**config.mk**
```make
export PLATFORM = sky130hd
export DESIGN_NAME = alu_arbiter
export DESIGN_NICKNAME = d
export VERILOG_FILES = /design/src/rtl/alu_arbiter.sv
export SDC_FILE = /design/constraint.sdc
export NUM_CORES = 1
export LEC_CHECK = 0
export ABC_AREA = 1
export CAP_MARGIN = 20
export CORE_MARGIN = 2
export CORE_UTILIZATION = 65
export CTS_BUF_LIST = sky130_fd_sc_hd__clkbuf_8
export DETAILED_ROUTE_END_ITERATION = 6
export DONT_BUFFER_PORTS = 1
export PLACE_DENSITY = 0.87
export SLEW_MARGIN = 20
export SYNTH_ARGS = -nofsm -noshare
export SYNTH_HDL_FRONTEND = slang
export SYNTH_SLANG_ARGS = --single-unit
```
**constraint.sdc**
```tcl
create_clock -name clk -period 3.35 [get_ports clk]
set_clock_uncertainty 0.2 [all_clocks]
set_input_delay 0.5025 -clock clk [delete_from_list [all_inputs] [get_ports clk]]
set_output_delay 0.5025 -clock clk [all_outputs]
set_load 0.02 [all_outputs]
```
**src/rtl/alu_arbiter.sv**
```systemverilog
// alu_arbiter: two requesters share one 4-bit combinational ALU under a
// round-robin IDLE -> EXEC -> RESP controller. The result is registered and
// returned on a valid/ready response channel tagged with the requester ID.
// Optional feature macro: ALU_FLAGS_EN adds registered rsp_zero/rsp_carry.
module alu_arbiter #(
    parameter int DATA_W = 4,
    parameter int OP_W   = 3,
    parameter int CNT_W  = 8
) (
    input  logic              clk,
    input  logic              reset,
    input  logic              req0_valid,
    output logic              req0_ready,
    input  logic [OP_W-1:0]   req0_op,
    input  logic [DATA_W-1:0] req0_a,
    input  logic [DATA_W-1:0] req0_b,
    input  logic              req1_valid,
    output logic              req1_ready,
    input  logic [OP_W-1:0]   req1_op,
    input  logic [DATA_W-1:0] req1_a,
    input  logic [DATA_W-1:0] req1_b,
    output logic              rsp_valid,
    input  logic              rsp_ready,
    output logic [DATA_W-1:0] rsp_result,
    output logic              rsp_id,
    output logic [CNT_W-1:0]  grant_cnt0,
    output logic [CNT_W-1:0]  grant_cnt1,
    output logic              busy
`ifdef ALU_FLAGS_EN
    ,
    output logic              rsp_zero,
    output logic              rsp_carry
`endif
);

    typedef enum logic [1:0] {
        IDLE,
        EXEC,
        RESP
    } state_e;

    typedef enum logic [OP_W-1:0] {
        OP_AND = OP_W'(0),
        OP_OR  = OP_W'(1),
        OP_ADD = OP_W'(2),
        OP_SUB = OP_W'(3),
        OP_NOT = OP_W'(4),
        OP_XOR = OP_W'(5),
        OP_DEC = OP_W'(6),
        OP_INC = OP_W'(7)
    } alu_op_e;

    state_e              state_q;
    state_e              state_d;
    logic                rr_ptr;
    alu_op_e             op_q;
    logic [DATA_W-1:0]   a_q;
    logic [DATA_W-1:0]   b_q;
    logic                id_q;
    logic [DATA_W-1:0]   alu_res;
    logic                grant;
    logic                rsp_fire;

    assign rsp_valid = (state_q == RESP);
    assign busy      = (state_q != IDLE);
    assign grant     = req0_ready | req1_ready;
    assign rsp_fire  = rsp_valid & rsp_ready;

    // State register.
    always_ff @(posedge clk) begin
        if (reset) begin
            state_q <= IDLE;
        end else begin
            state_q <= state_d;
        end
    end

    // Next-state and grant decode; ready is suppressed while reset is
    // asserted so a requester never sees an acceptance that reset discards.
    always_comb begin
        state_d    = state_q;
        req0_ready = 1'b0;
        req1_ready = 1'b0;
        case (state_q)
            IDLE: begin
                if (!reset) begin
                    if (req0_valid && (!req1_valid || !rr_ptr)) begin
                        req0_ready = 1'b1;
                        state_d    = EXEC;
                    end else if (req1_valid) begin
                        req1_ready = 1'b1;
                        state_d    = EXEC;
                    end
                end
            end
            EXEC: state_d = RESP;
            RESP: begin
                if (rsp_ready) begin
                    state_d = IDLE;
                end
            end
            default: state_d = IDLE;
        endcase
    end

    // Shared ALU, modulo 2^DATA_W.
    always_comb begin
        alu_res = '0;
        case (op_q)
            OP_AND:  alu_res = a_q & b_q;
            OP_OR:   alu_res = a_q | b_q;
            OP_ADD:  alu_res = a_q + b_q;
            OP_SUB:  alu_res = a_q - b_q;
            OP_NOT:  alu_res = ~a_q;
            OP_XOR:  alu_res = a_q ^ b_q;
            OP_DEC:  alu_res = a_q - DATA_W'(1);
            OP_INC:  alu_res = a_q + DATA_W'(1);
            default: alu_res = '0;
        endcase
    end

`ifdef ALU_FLAGS_EN
    logic alu_carry;

    // Carry-out / borrow of the arithmetic ops evaluated at DATA_W+1 bits.
    always_comb begin
        alu_carry = 1'b0;
        case (op_q)
            OP_ADD:  alu_carry = ({1'b0, a_q} + {1'b0, b_q}) > {1'b0, {DATA_W{1'b1}}};
            OP_SUB:  alu_carry = (a_q < b_q);
            OP_DEC:  alu_carry = (a_q == '0);
            OP_INC:  alu_carry = (a_q == '1);
            default: alu_carry = 1'b0;
        endcase
    end

    // Flags are captured alongside the result and held with it.
    always_ff @(posedge clk) begin
        if (reset) begin
            rsp_zero  <= 1'b0;
            rsp_carry <= 1'b0;
        end else if (state_q == EXEC) begin
            rsp_zero  <= (alu_res == '0);
            rsp_carry <= alu_carry;
        end
    end
`endif

    // Operand capture on grant, result capture in EXEC, round-robin update on
    // response handshake, saturating per-requester grant counters.
    always_ff @(posedge clk) begin
        if (reset) begin
            op_q       <= OP_AND;
            a_q        <= '0;
            b_q        <= '0;
            id_q       <= 1'b0;
            rsp_result <= '0;
            rsp_id     <= 1'b0;
            rr_ptr     <= 1'b0;
            grant_cnt0 <= '0;
            grant_cnt1 <= '0;
        end else begin
            if (grant) begin
                op_q <= req1_ready ? alu_op_e'(req1_op) : alu_op_e'(req0_op);
                a_q  <= req1_ready ? req1_a : req0_a;
                b_q  <= req1_ready ? req1_b : req0_b;
                id_q <= req1_ready;
            end
            if (req0_ready && (grant_cnt0 != '1)) begin
                grant_cnt0 <= grant_cnt0 + 1'b1;
            end
            if (req1_ready && (grant_cnt1 != '1)) begin
                grant_cnt1 <= grant_cnt1 + 1'b1;
            end
            if (state_q == EXEC) begin
                rsp_result <= alu_res;
                rsp_id     <= id_q;
            end
            if (rsp_fire) begin
                rr_ptr <= ~rsp_id;
            end
        end
    end

endmodule
```
==> results of run 1 <==
[worst min path at each step]
| stage | end | cells past startpoint | slack, ns |
|---|---|---|---|
| global route | state_q[1] | 1 | 0.07 |
| finish | grant_cnt0[4] | 1 | 0.07 |
| floorplan | rsp_id | 2 | 0.23 |
| global placement | rsp_id | 2 | 0.24 |
| detailed placement | rsp_id | 2 | 0.26 |
| CTS | grant_cnt0[4] | 1 | 0.07 |
[layout make-up]
cell class	count	area [um2]	area share [%]
tap	44	55.1	2.41
sequential	36	721	31.5
clock buffer	5	68.8	3.01
multi-input combinational	208	1190	52.2
clock inverter	3	38.8	1.70
inverter	56	210	9.19
[worst max-delay path: stages (launching register included)]
cell     delay, ns
dfxtp_1       0.41
nand2_1       0.13
inv_1         0.07
nor2_1        0.15
inv_1         0.07
o21ai_0       0.29
inv_1         0.08
ha_1          0.28
nand3_1       0.10
nand3_1       0.08
nand2_1       0.05
nand2_1       0.07
inv_1         0.04
nand2_1       0.05
nand3_1       0.08
nand2_1       0.07
nand2_1       0.05
a21oi_1       0.10
[cells by family after synthesis]
logic type | count (synthesis) | share of synthesized area [%]
AO/OA/AOI/OAI | 57 | 15.7
buffers and inverters | 63 | 11.6
flip-flops | 36 | 33.3
adder cells (fa/ha/maj) | 15 | 9.02
AND/OR/NAND/NOR | 132 | 28.8
XOR/XNOR | 4 | 1.62
[state kept, by name, indices dropped and copies added, names as in the netlist]
signal      count
grant_cnt0      8
grant_cnt1      8
a_q             4
b_q             4
rsp_result      4
op_q            3
state_q         2
id_q            1
rr_ptr          1
rsp_id          1
[layer usage]
metal | part of all wire, % | vias to the layer above | global-route usage, % | routed length [um]
met5 | 0 | - | 0 | 0
met3 | 8.3 | 7 | 9.52 | 397
met4 | 0.88 | 0 | 6.99 | 42
met1 | 43 | 888 | 34.5 | 2030
met2 | 48 | 81 | 44.2 | 2300
li1 | - | 983 | - | -
[power groups by stage]
| stage | registers, W | logic (W) | clock network [W] |
|---|---|---|---|
| 6_report | 0.000482 | 0.000154 | 0.000379 |
| 5_1_grt | 0.000485 | 0.000177 | 0.000394 |
| 4_1_cts | 0.000481 | 0.000153 | 0.000379 |
| 3_5_place_dp | 0.000491 | 0.000152 | 0 |
| 3_3_place_gp | 0.000489 | 0.000148 | 0 |
| 2_1_floorplan | 0.000483 | 0.000131 | 0 |
[stage by stage]
stage	total power, W	hold WS, ns	cells	instance area (um2)
5_1_grt	0.00106	0.0657	352	2290
3_3_place_gp	0.000637	0.244	344	2180
2_1_floorplan	0.000613	0.230	307	2160
3_5_place_dp	0.000643	0.265	344	2180
4_1_cts	0.00101	0.0671	352	2290
6_report	0.00101	0.0654	352	2290
[cell usage in the layout, fill, tap and decap left out, drive strengths merged, types with 2 or more instances in the layout]
master and n:
nand2 79, inv 57, dfxtp 36, nor2 25, o21ai 23, a21oi 17
nand3 16, ha 14, o211ai 7, clkbuf 5, nor3 5, nand4 3
xor2 2, xnor2 2, o31ai 2, o22ai 2, nor3b 2, o21a 2
==> flow_metrics.tcl, run 1 <==
set metrics [dict create \
    outcome "finished, final reports clean" \
    overflow 0 \
    root_buffer "clkbuf_8" \
    synth.avg_cell_area_um2 7.05 \
    synth-edff-count 0 \
    yosysTopAreaCell "dfxtp_1" \
    peakVddDrop_mv 0.267 \
    hpwlAfterDp_um 3640 \
    core-area_um2 3100 \
    die_h_um 61.7 \
    cts_buffers 5 \
    synth_flop_cell "dfxtp_1" \
    die_area_um2 3810 \
    place.gp.congestion 0.943 \
    synthDistinctLibCells 38 \
    drc_errors 0 \
    ctsResizeCount 0 \
    internal_power_w 0.000719 \
    r2r_slack_ns 0.92 \
    port_buffers 0 \
    p_sw_share_pct 29.1 \
    worst_slack_ns 0.920 \
    async_flop_share_pct 0 \
    grt_pass1_vias 1818 \
    timing.critical_path.required_ns 3.38 \
    p_leak_nw 1.08 \
    worstSkewPairLatency_ns 0.29 \
    synth_fp_nets 349 \
    syn_to_final_growth_pct 5.66 \
    vias 1959 \
    final.period_utilization_pct 72.5 \
    grt_usage_pct 27.2 \
    syn_inst 307 \
    synth_common_cells "nand2_1, inv_1, dfxtp_1" \
    clock_path_buffers 2 \
    clock-sinks 36 \
    slew_viol_final 0 \
    holdBufCountCts 0 \
    clkTransAtPathRegs_ns 0.08 \
    powerDensity_nw_per_um2 444 \
    hp-class "input port to register" \
    start_util_pct 69.8 \
    critPathCaptureType "register" \
    yosysWarnings 0 \
    place_ws_ns 0.957 \
    r2r_cells 17 \
    post_cts_buffers 0 \
    drive_gt1_share_pct 8.44 \
    max-cap-violations 0 \
    synth-seq-cells 36 \
    r2r_start "op_q[1]" \
    wirelength_um 4780 \
    antenna_found_initial 0 \
    timing.fmax_mhz 412 \
    grt_max_degree 24 \
    share_seq_of_total_power_pct 47.5 \
    vias_per_cell 5.57 \
    antenna_left 0 \
    p_comb_share_pct 15.2 \
    nets 349 \
    path_class "register to register" \
    period_minus_slack_ns 2.43 \
    hp-start "reset" \
    synth_sequential_area_ratio_pct 33.3 \
    syn_area_um2 2160 \
    rr_endpoint "rsp_result[3]" \
    crit_path_start "op_q[1]" \
    drt_iter0_drc 96 \
    antenna_cells 0 \
    crit_path_end "rsp_result[3]" \
    chipWidth_um 61.7 \
    rows 20 \
    cp-start-kind "register" \
    tightest_slew_ns 0.499 \
    wl_per_cell_um 13.6 \
    p_clk_share_pct 37.3 \
    crit_arrival_ns 2.46 \
    synth_top_area_share_pct 33.3 \
    yosysMostFrequentCell "nand2_1" \
    htree_levels 2 \
    final_core_util_pct 73.7 \
    rsz0062_at_grt "false" \
    yosys-top-cells-area "dfxtp_1, nand2_1, inv_1" \
    cts_tree "built" \
    first_pass_iters 4 \
    max-slew-margin-rel_pct 66.7 \
    pin_count 52 \
    grt_pass1_wl_um 7670 \
    p_switching_w 0.000295 \
    setup_viol 0 \
    hold_viol 0 \
    n_fill_cell 250 \
    path_max_fanout 8 \
    setup_tns_ns 0 \
]
Power figures use the tool's default switching activity.
==> inputs of run 2 (changes only) <==
--- a/config.mk
+++ b/config.mk
@@ -5,14 +5,14 @@
 export SDC_FILE = /design/constraint.sdc
 export NUM_CORES = 1
 export LEC_CHECK = 0
-export ABC_AREA = 1
+export ABC_AREA = 0
 export CAP_MARGIN = 20
 export CORE_MARGIN = 2
-export CORE_UTILIZATION = 65
+export CORE_UTILIZATION = 59
 export CTS_BUF_LIST = sky130_fd_sc_hd__clkbuf_8
 export DETAILED_ROUTE_END_ITERATION = 6
 export DONT_BUFFER_PORTS = 1
-export PLACE_DENSITY = 0.87
+export PLACE_DENSITY = 0.84
 export SLEW_MARGIN = 20
 export SYNTH_ARGS = -nofsm -noshare
 export SYNTH_HDL_FRONTEND = slang
==> constraint.sdc (replaced) <==
create_clock -name clk -period 2.05 [get_ports clk]
set_clock_uncertainty 0.2 [all_clocks]
set_input_delay 0.3075 -clock clk [delete_from_list [all_inputs] [get_ports clk]]
set_output_delay 0.3075 -clock clk [all_outputs]
set_load 0.02 [all_outputs]
==> flow_metrics.tcl, run 2 <==
set metrics [dict create \
    antenna_left 0 \
    path_class "register to register" \
    cts_buffers 5 \
    period_minus_slack_ns 2.56 \
    port_buffers 0 \
    timing.fmax_mhz 391 \
    synth_fp_nets 268 \
    vias_per_cell 5.78 \
    synth-seq-cells 36 \
    cp-start-kind "register" \
    critPathBufInv 1 \
    hold_viol 31 \
    max-cap-violations 0 \
    path_max_fanout 3 \
    synth_common_cells "dfxtp_1, nor2_1, inv_1" \
    fin_hold_ws_ns -0.112 \
    slowest_stage "or3_4" \
    timing.critical_path.required_ns 2.03 \
    critPathMaxStageDelay_ns 0.36 \
    first_pass_iters 5 \
    pin_count 52 \
    yosysTopAreaCell "dfxtp_1" \
    die_area_um2 3870 \
    grt_max_degree 37 \
    yosys-top-cells-area "dfxtp_1, ha_1, nor2_1" \
    grt_pass1_wl_um 8520 \
    peakVddDrop_mv 0.439 \
    synth-edff-count 0 \
    clkTransAtPathRegs_ns 0.07 \
    violations "negative hold slack, negative setup slack" \
    synthDistinctLibCells 43 \
    final_cell_mix "buf_4, nor2_1, dfxtp_1" \
    synth_flop_cell "dfxtp_1" \
    drt_iter0_drc 111 \
    cts_tree "built" \
    synth_sequential_area_ratio_pct 36.0 \
    place.gp.congestion 0.830 \
    clock-sinks 36 \
    worst_slack_ns -0.508 \
    clock_path_buffers 2 \
    nets 304 \
    worstSkewPairLatency_ns 0.29 \
    hp-class "input port to register" \
    chipWidth_um 62.2 \
    wirelength_um 5010 \
    worstPathCellList "inv_2 > ha_4 > o21bai_1 > a22o_1 > a21oi_2 > ha_1 > and3_4 > or3_4 > a211o_1 > a31oi_1 > nor3_1" \
    reg_top3 "grant_cnt0: 8 flops, grant_cnt1: 8 flops" \
    antenna_found_initial 0 \
    crit_arrival_ns 2.54 \
    yosysWarnings 0 \
    critPathCaptureType "register" \
    async_flop_share_pct 0 \
    outcome "complete, but fails checks" \
    p_leak_nw 1.04 \
    critPathTopFamily "compound AO/OA/AOI/OAI gates" \
    share_seq_of_total_power_pct 48.5 \
    drive_gt1_share_pct 25.1 \
    yosysMostFrequentCell "dfxtp_1" \
    n_fill_cell 242 \
    drc_errors 0 \
    rsz0062_at_grt "true" \
    root_buffer "clkbuf_8" \
    slew_viol_final 0 \
    p_sw_share_pct 27.9 \
    p_comb_share_pct 19.1 \
    final_core_util_pct 74.6 \
    powerDensity_nw_per_um2 651 \
    antenna_cells 0 \
    vias 1787 \
    hpwlAfterDp_um 3550 \
    syn_area_um2 2000 \
    internal_power_w 0.00115 \
    grt_usage_pct 28.0 \
    p_switching_w 0.000445 \
    wl_per_cell_um 16.2 \
    start_util_pct 60.9 \
    final_common_cell "buf_4" \
    syn_inst 226 \
    overflow 0 \
    holdBufCountCts 3 \
    max-slew-margin-rel_pct 68.9 \
    rows 21 \
    die_h_um 62.2 \
    syn_to_final_growth_pct 22.6 \
    tightest_slew_ns 0.466 \
    core-area_um2 3280 \
    synth.avg_cell_area_um2 8.85 \
    grt_pass1_vias 1905 \
    setup_viol 3 \
    final.period_utilization_pct 125 \
    p_clk_share_pct 32.4 \
    htree_levels 2 \
    synth_top_area_share_pct 36.0 \
]
run 2: cell types whose count changed after synthesis, sizes merged, moves of 9 or more:
| cell | delta |
|---|---|
| nand2 | -66 |
| inv | -35 |
| o21ai | -18 |
| a21oi | -11 |
| a222oi | +11 |
| nor2 | +9 |
run 2: worst paths after layout:
check        startpoint             to  slack (ns)  depth (start not counted)
max reg2reg      b_q[1]  rsp_result[3]       -0.51                         11
min reg2reg        id_q           id_q        0.29                          2
max              b_q[1]  rsp_result[3]       -0.51                         11
min               reset         b_q[1]       -0.11                          1
run 2: through the flow:
stage               TNS [ns]  total power [W]  instance area (um2)  cells  setup slack, ns
floorplan             -0.417         0.000988                 2030    226           -0.417
CTS                   -0.542          0.00160                 2410    307           -0.455
global route           -1.08          0.00168                 2450    309           -0.610
global placement      -0.481          0.00105                 2250    293           -0.427
finish                -0.760          0.00160                 2450    309           -0.508
detailed placement    -0.618          0.00106                 2250    293           -0.505
run 2: worst reg2reg max path: stages (launching register included):
cell and delay [ns]:
dfxtp_2 0.34, inv_2 0.05, ha_4 0.15, o21bai_1 0.12
a22o_1 0.16, a21oi_2 0.05, ha_1 0.34, and3_4 0.19
or3_4 0.36, a211o_1 0.26, a31oi_1 0.18, nor3_1 0.06
run 2: area by class of cell:
class / instances / area (um2) / share of cell area [%]
inverter: 21 / 81.3 / 3.32
sequential: 36 / 723 / 29.5
tap: 46 / 57.6 / 2.35
clock inverter: 2 / 10.0 / 0.408
multi-input combinational: 158 / 1190 / 48.5
clock buffer: 6 / 82.6 / 3.37
timing repair buffer: 40 / 308 / 12.6
run 2: power by group through the flow:
stage	sequential [W]	clock, W	combinational, W
finish	0.000774	0.000517	0.000304
global route	0.000778	0.000568	0.000339
CTS	0.000773	0.000532	0.000293
detailed placement	0.000788	0	0.000276
global placement	0.000787	0	0.000259
floorplan	0.000790	0	0.000197
run 2: repair_timing:
action,in CTS,in global routing
pin swaps,4,6
cloned,0,0
buffers inserted,3,2
setup endpoints to repair,4,5
gates resized for setup,3,6
endpoints found under the hold margin,34,31
run 2: cells by family (layout without fill, tap and decap cells):
logic type / count (synthesis) / after routing / synth area share (%)
buffers and inverters: 32 / 69 / 6.82
AOI/OAI and AO/OA: 38 / 38 / 14.9
and+or+nand+nor: 85 / 85 / 20.7
xor gates and xnor gates: 12 / 12 / 5.26
adders and majority gates: 15 / 15 / 9.76
DFF: 36 / 36 / 36.0
muxes: 8 / 8 / 6.51
run 2: layer usage:
metal	routed length, um	global-route usage, %	vias up	part of all wire, %
met4	99	12.8	0	2.0
met1	1940	30.7	848	39
li1	-	-	875	-
met5	0	0	-	0
met3	310	8.15	9	6.2
met2	2650	49.7	55	53
